**src/rtl/stream_demultiplexer_if.sv**
```systemverilog
// stream_demultiplexer_if: valid/ready input stream, four registered output channels and per-channel accept counters
interface stream_demultiplexer_if #(
  parameter int WIDTH = 8,
  parameter int COUNT_WIDTH = 8
);
  logic in_valid;
  logic in_ready;
  logic [WIDTH-1:0] in_data;
  logic address0;
  logic address1;
  logic [3:0] out_valid;
  logic [3:0] out_ready;
  logic [WIDTH-1:0] out0_data;
  logic [WIDTH-1:0] out1_data;
  logic [WIDTH-1:0] out2_data;
  logic [WIDTH-1:0] out3_data;
  logic [COUNT_WIDTH-1:0] count0;
  logic [COUNT_WIDTH-1:0] count1;
  logic [COUNT_WIDTH-1:0] count2;
  logic [COUNT_WIDTH-1:0] count3;
  modport master (
    output in_valid, in_data, address0, address1, out_ready,
    input in_ready, out_valid, out0_data, out1_data, out2_data, out3_data,
    input count0, count1, count2, count3
  );
  modport slave (
    input in_valid, in_data, address0, address1, out_ready,
    output in_ready, out_valid, out0_data, out1_data, out2_data, out3_data,
    output count0, count1, count2, count3
  );
endinterface

```
**src/rtl/stream_demultiplexer.sv**
```systemverilog
// stream_demultiplexer: routes each input word to one of four one-entry output registers by {address1, address0}
module stream_demultiplexer #(
  parameter int WIDTH = 8,
  parameter int COUNT_WIDTH = 8
) (
  input logic clk,
  input logic reset,
  stream_demultiplexer_if.slave bus
);
  logic [1:0] sel;
  logic accept;
  logic [3:0] valid_q;
  logic [WIDTH-1:0] data_q [4];
  logic [COUNT_WIDTH-1:0] cnt_q [4];
  assign sel = {bus.address1, bus.address0};
  assign bus.in_ready = !reset && (!valid_q[sel] || bus.out_ready[sel]);
  assign accept = bus.in_valid && bus.in_ready;
  always_ff @(posedge clk)
    if (reset) begin
      valid_q <= '0;
      for (int k = 0; k < 4; k++) begin
        data_q[k] <= '0;
        cnt_q[k] <= '0;
      end
    end else
      for (int k = 0; k < 4; k++)
        if (accept && sel == 2'(k)) begin
          data_q[k] <= bus.in_data;
          valid_q[k] <= 1'b1;
          cnt_q[k] <= cnt_q[k] + COUNT_WIDTH'(1);
        end else if (bus.out_ready[k])
          valid_q[k] <= 1'b0;
  assign bus.out_valid = valid_q;
  assign bus.out0_data = data_q[0];
  assign bus.out1_data = data_q[1];
  assign bus.out2_data = data_q[2];
  assign bus.out3_data = data_q[3];
  assign bus.count0 = cnt_q[0];
  assign bus.count1 = cnt_q[1];
  assign bus.count2 = cnt_q[2];
  assign bus.count3 = cnt_q[3];
endmodule

```
**src/flat_wrapper.sv**
```systemverilog
// flat-port wrapper written by rule: the top's interface ports become plain ports
module stream_demultiplexer_flat 
#(
  parameter int WIDTH = 8,
  parameter int COUNT_WIDTH = 8
)
  (clk, reset, bus_in_valid, bus_in_data, bus_address0, bus_address1, bus_out_ready, bus_in_ready, bus_out_valid, bus_out0_data, bus_out1_data, bus_out2_data, bus_out3_data, bus_count0, bus_count1, bus_count2, bus_count3);
  stream_demultiplexer_if #(.WIDTH(WIDTH), .COUNT_WIDTH(COUNT_WIDTH)) bus_i ();
  input logic clk;
  input logic reset;
  input wire logic [$bits(bus_i.in_valid)-1:0] bus_in_valid;
  input wire logic [$bits(bus_i.in_data)-1:0] bus_in_data;
  input wire logic [$bits(bus_i.address0)-1:0] bus_address0;
  input wire logic [$bits(bus_i.address1)-1:0] bus_address1;
  input wire logic [$bits(bus_i.out_ready)-1:0] bus_out_ready;
  output wire logic [$bits(bus_i.in_ready)-1:0] bus_in_ready;
  output wire logic [$bits(bus_i.out_valid)-1:0] bus_out_valid;
  output wire logic [$bits(bus_i.out0_data)-1:0] bus_out0_data;
  output wire logic [$bits(bus_i.out1_data)-1:0] bus_out1_data;
  output wire logic [$bits(bus_i.out2_data)-1:0] bus_out2_data;
  output wire logic [$bits(bus_i.out3_data)-1:0] bus_out3_data;
  output wire logic [$bits(bus_i.count0)-1:0] bus_count0;
  output wire logic [$bits(bus_i.count1)-1:0] bus_count1;
  output wire logic [$bits(bus_i.count2)-1:0] bus_count2;
  output wire logic [$bits(bus_i.count3)-1:0] bus_count3;
  assign bus_i.in_valid = bus_in_valid;
  assign bus_i.in_data = bus_in_data;
  assign bus_i.address0 = bus_address0;
  assign bus_i.address1 = bus_address1;
  assign bus_i.out_ready = bus_out_ready;
  assign bus_in_ready = bus_i.in_ready;
  assign bus_out_valid = bus_i.out_valid;
  assign bus_out0_data = bus_i.out0_data;
  assign bus_out1_data = bus_i.out1_data;
  assign bus_out2_data = bus_i.out2_data;
  assign bus_out3_data = bus_i.out3_data;
  assign bus_count0 = bus_i.count0;
  assign bus_count1 = bus_i.count1;
  assign bus_count2 = bus_i.count2;
  assign bus_count3 = bus_i.count3;
  stream_demultiplexer #(.WIDTH(WIDTH), .COUNT_WIDTH(COUNT_WIDTH)) u_core (.clk(clk), .reset(reset), .bus(bus_i));
endmodule
```
**config.mk**
```make
export PLATFORM = sky130hd
export DESIGN_NAME = stream_demultiplexer_flat
export DESIGN_NICKNAME = d
export VERILOG_FILES = /design/src/rtl/stream_demultiplexer_if.sv /design/src/rtl/stream_demultiplexer.sv /design/src/flat_wrapper.sv
export SDC_FILE = /design/constraint.sdc
export NUM_CORES = 1
export LEC_CHECK = 0
export ABC_AREA = 0
export BUFFER_PORTS_ARGS = -buffer_cell sky130_fd_sc_hd__buf_2
export CORE_MARGIN = 2
export CORE_UTILIZATION = 55
export DETAILED_ROUTE_END_ITERATION = 8
export PLACE_DENSITY = 0.84
export SYNTH_ARGS = -nofsm -noshare
export SYNTH_HDL_FRONTEND = slang
export SYNTH_SLANG_ARGS = --single-unit
```
**constraint.sdc**
```tcl
create_clock -name clk -period 2.5 [get_ports clk]
set_input_delay 0.125 -clock clk [delete_from_list [all_inputs] [get_ports clk]]
set_output_delay 0.125 -clock clk [all_outputs]
set_load 0.005 [all_outputs]
```
### Word-level counts from Yosys, hierarchy flattened

Memories as Yosys holds them, arrays and structs flattened.
Index checks and enable logic that the tools add are counted.

| cells by class | value |
|---|---|
| bitwise operators | 8 |
| $add $sub $neg | 4 |
| reduce and logical (&&, ||, !) cells | 14 |
| equality and inequality tests | 3 |
| muxes and demuxes | 34 |
| magnitude comparators | 1 |

Operator list:

| cell | count |
|---|---|
| 8-bit two-way mux | 8 |
| 8-bit by 1-bit adder with 8-bit output, second input constant | 4 |
| 1-bit two-way mux | 24 |
| 1-bit OR | 8 |
| 2-bit nonzero test | 4 |
| 1-bit logical AND | 6 |
| 1-bit binary-select mux with 2-bit select | 2 |
| 2-bit == test, second input constant | 2 |
| 2-bit by 3-bit less-than comparator with 1-bit output, second input constant | 1 |
| 2-bit by 1-bit == test with 1-bit output, second input constant | 1 |
| 1-bit zero test | 2 |
| 2-bit zero test | 1 |
| 1-bit logical OR | 1 |

| storage, ports and cells | value |
|---|---|
| register bits after elaboration | 4 |
| memories kept | 2 |
| word-level logic and storage cells | 70 |
| RAM bits | 64 |
| output and inout port bits | 69 |
| input bits | 17 |

Memories:

| name | words | width | rd ports | clocked after memory_dff | wr ports | RTL line | text |
|---|---|---|---|---|---|---|---|
| u_core.cnt_q | 4 | 8 | 4 | 0 | 4 | stream_demultiplexer.sv:14 | `logic [COUNT_WIDTH-1:0] cnt_q [4];` |
| u_core.data_q | 4 | 8 | 4 | 0 | 4 | stream_demultiplexer.sv:13 | `logic [WIDTH-1:0] data_q [4];` |

### Depth between registers and ports, before layout

| depth | value |
|---|---|
| depth after elaboration | 11 |
| gate-level depth with buffers | 5 |
| depth with buffers taken out | 4 |

### Least setup slack after synthesis

Ideal clock, no wire load.

| timing path | value |
|---|---|
| path kind | input-to-reg |
| from | input bus_address1 |
| to | memory u_core.cnt_q[1][0] (enable) |
| stages on the path | 4 |
| path slack | 968 ps |
| library setup time | 372 ps |
| required time | 2,128 ps |
| path buffers | 1 |
| data arrival time | 1,160 ps |
| cells stage by stage | buf_2 -> nor3b_1 -> nand3_1 -> nand2_1 |

RTL lines:

| element | RTL line | text |
|---|---|---|
| from (decl) | flat_wrapper.sv:14 | `input wire logic [$bits(bus_i.address1)-1:0] bus_address1;` |
| to (decl) | stream_demultiplexer.sv:14 |  |

==> results.py <==
metrics = {
    "sta": {
        "rsz0062_at_grt": "no",
        "hold_viol_final": 0,
        "finalSetupTns_ns": 0,
        "setup_viol": 0,
        "drv_slew": 0,
        "slew_headroom_pct": 55.2,
        "max_clock_freq_ghz": 0.567,
        "finalCritPeriodShare_pct": 70.5,
        "fin_skew_ns": 0.00961,
        "tightest_slew_ns": 0.671,
        "min_period_ns": 1.76,
    },
    "floorplanning": {
        "die_w_um": 77.5,
        "die_h_um": 77.5,
        "rows": 26,
        "ioPinCount": 86,
        "core_mm2": 0.00517,
        "die-area_mm2": 0.00601,
        "start_util_pct": 57.5,
    },
    "clocking": {
        "ctsResizeCount": 0,
        "cts_tree": "yes",
        "root_buffer": "clkbuf_8",
        "postCtsSetupBuffers": 0,
        "holdBufCountCts": 0,
        "clk_latency_ns": 0.33,
        "cts_max_level": 3,
        "cts.reportedPaths.clkPinSlew_ns": 0.08,
        "cts.sinks": 68,
        "cts_buffers": 9,
        "clk_path_buf_depth": 2,
    },
    "critical_path": {
        "path_cells": "nand2b_1, nand3_1, nand2_1",
        "required_ns": 2.46,
        "crit_path_end_kind": "register",
        "cpMaxStageDelayCell": "nand2_1",
        "critPathKind": "reg -> reg",
        "start_kind": "register",
        "crit_fanout": 16,
        "critical_path_arrival_ns": 1.72,
        "critPathMaxStageDelay_ns": 0.62,
    },
    "synth": {
        "ys_seq_elements": 68,
        "synthDistinctLibCells": 26,
        "avgSynthCellArea_um2": 12.7,
        "yosysWarnings": 0,
        "synth_top_area_share_pct": 64.6,
        "ys_seq_area_share_pct": 67.3,
        "synth_nets": 255,
        "syn_area_mm2": 0.00297,
        "synthTopCellsByArea": "edfxtp_1 65%, and2_1 7.6%, nand3_1 2.9%",
        "syn_inst": 234,
        "yosysTopAreaCell": "edfxtp_1",
    },
    "global_route": {
        "grt_pass1_wl_um": 9740,
        "antenna_found_initial": 0,
        "track_usage_pct": 21.2,
        "grt_pass1_vias": 1989,
        "grt_start_max_net_pins": 17,
        "grt-ovfl-total": 0,
    },
    "drt": {
        "routed_wl_um": 6030,
        "drtPass1Iterations": 4,
        "via_per_inst": 5.36,
        "drc": 0,
        "drtAntennaViolNets": 0,
        "drt_iter0_drc": 120,
        "vias": 2138,
        "wl_per_cell_um": 15.1,
    },
    "layout": {
        "diodes": 0,
        "design_area_mm2": 0.00366,
        "area_delta_synth_final_pct": 23.1,
        "nets": 345,
        "drive_above_1_share_pct": 31.0,
        "fin_util_pct": 70.8,
    },
    "hold_path": {
        "min_path_type": "in -> reg",
    },
    "power": {
        "p_leak_nw": 1.52,
        "finalPower_mw": 2.39,
        "ir_drop_uv": 358,
        "p_per_area_mw_per_mm2": 654,
    },
    "placement": {
        "io_buffers": 85,
        "place_area_mm2": 0.00346,
        "gp_congestion": 0.811,
        "hpwl_um": 4290,
    },
    "run": {
        "max-cap-violations": 0,
    },
    "outcome": {
        "status": "complete, no violations",
    },
}
[kinds of logic (layout without fill, tap and decap cells)]
logic type | after synthesis | in the layout | synth area share [%]
AND/OR/NAND/NOR | 107 | 107 | 20.2
adder cells (fa/ha/maj) | 4 | 4 | 1.68
buffers and inverters | 12 | 107 | 1.77
flip-flops | 68 | 68 | 67.3
multiplexers | 1 | 1 | 0.337
AO/OA/AOI/OAI | 30 | 30 | 5.17
XOR/XNOR | 12 | 12 | 3.53
[state kept, by name (all words and copies together), names as in the netlist]
register	flops
u_core.cnt_q	32
u_core.bus.out_valid	4
u_core.data_q	32
[synth_stat cells, drive strengths merged]
cell type and n:
inv 5, xor2 7, clkbuf 1, ha 4, nand2 8, and4b 1, nand4 5, nand4b 1
a21oi 13, and2 36, xnor2 5, nand3 17, edfxtp 64, nand2b 4, nor3b 1, buf 6
nor2b 1, nand4bb 1, o21ai 16, o311ai 1, dfxtp 4, nor2 17, and4 1, and3 2
or3 12, mux2i 1
[placed cells by master, fill, tap and decap left out, types with 2 or more instances in the layout]
master,count
a21oi_1,13
and2_1,36
and3_1,2
buf_2,85
clkbuf_8,11
clkinv_2,4
dfxtp_1,4
edfxtp_1,64
ha_1,4
inv_1,5
nand2_1,8
nand2b_1,4
nand3_1,17
nand4_1,5
nor2_1,17
o21ai_0,16
or3_1,12
xnor2_1,5
xor2_1,7
[cell type report]
class,instances,area [um2]
Timing Repair Buffer,86,433
Clock buffer,11,151
Multi-Input combinational cell,154,920
Inverter,5,18.8
Clock inverter,5,50.0
Fill cell,367,1510
Tap cell,70,87.6
Sequential cell,68,2000
[worst max-delay path: cells and delay by family, from the launching register on]
| kind | cells | cell delay, ns |
|---|---|---|
| DFF | 1 | 0.32 |
| and+or+nand+nor | 3 | 1.06 |
[power breakdown]
group | switching, mW | internal [mW]
logic | 0.0895 | 0.0671
registers | 0.0403 | 1.30
clock network | 0.389 | 0.508
[metal layers]
| metal | track usage, % | up-vias | wire length [um] |
|---|---|---|---|
| met5 | 0 | - | 0 |
| met3 | 5.00 | 8 | 367 |
| li1 | - | 1035 | - |
| met4 | 8.04 | 0 | 85 |
| met1 | 27.4 | 1015 | 2570 |
| met2 | 34.9 | 80 | 3010 |
[per-stage QoR]
stage               setup slack [ns]  cells  hold WS, ns
floorplan                      0.968    234        0.237
global placement               0.697    383        0.434
detailed placement             0.603    383        0.412
CTS                            0.734    399       0.0682
global route                   0.525    399       0.0951
finish                         0.738    399       0.0707
[worst paths after layout]
path	from	endpoint	slack (ns)	depth (start not counted)
worst max-delay path	u_core.bus.out_valid[0]$_SDFFE_PP0P_	u_core.data_q[0][7]$_SDFFCE_PN0P_	0.74	3
worst min-delay path	reset	u_core.bus.out_valid[1]$_SDFFE_PP0P_	0.07	2
worst max register to register	u_core.bus.out_valid[0]$_SDFFE_PP0P_	u_core.data_q[0][7]$_SDFFCE_PN0P_	0.74	3
worst min register to register	u_core.bus.out_valid[1]$_SDFFE_PP0P_	u_core.bus.out_valid[1]$_SDFFE_PP0P_	0.56	2
No activity file was read; power rests on OpenSTA's default activity.
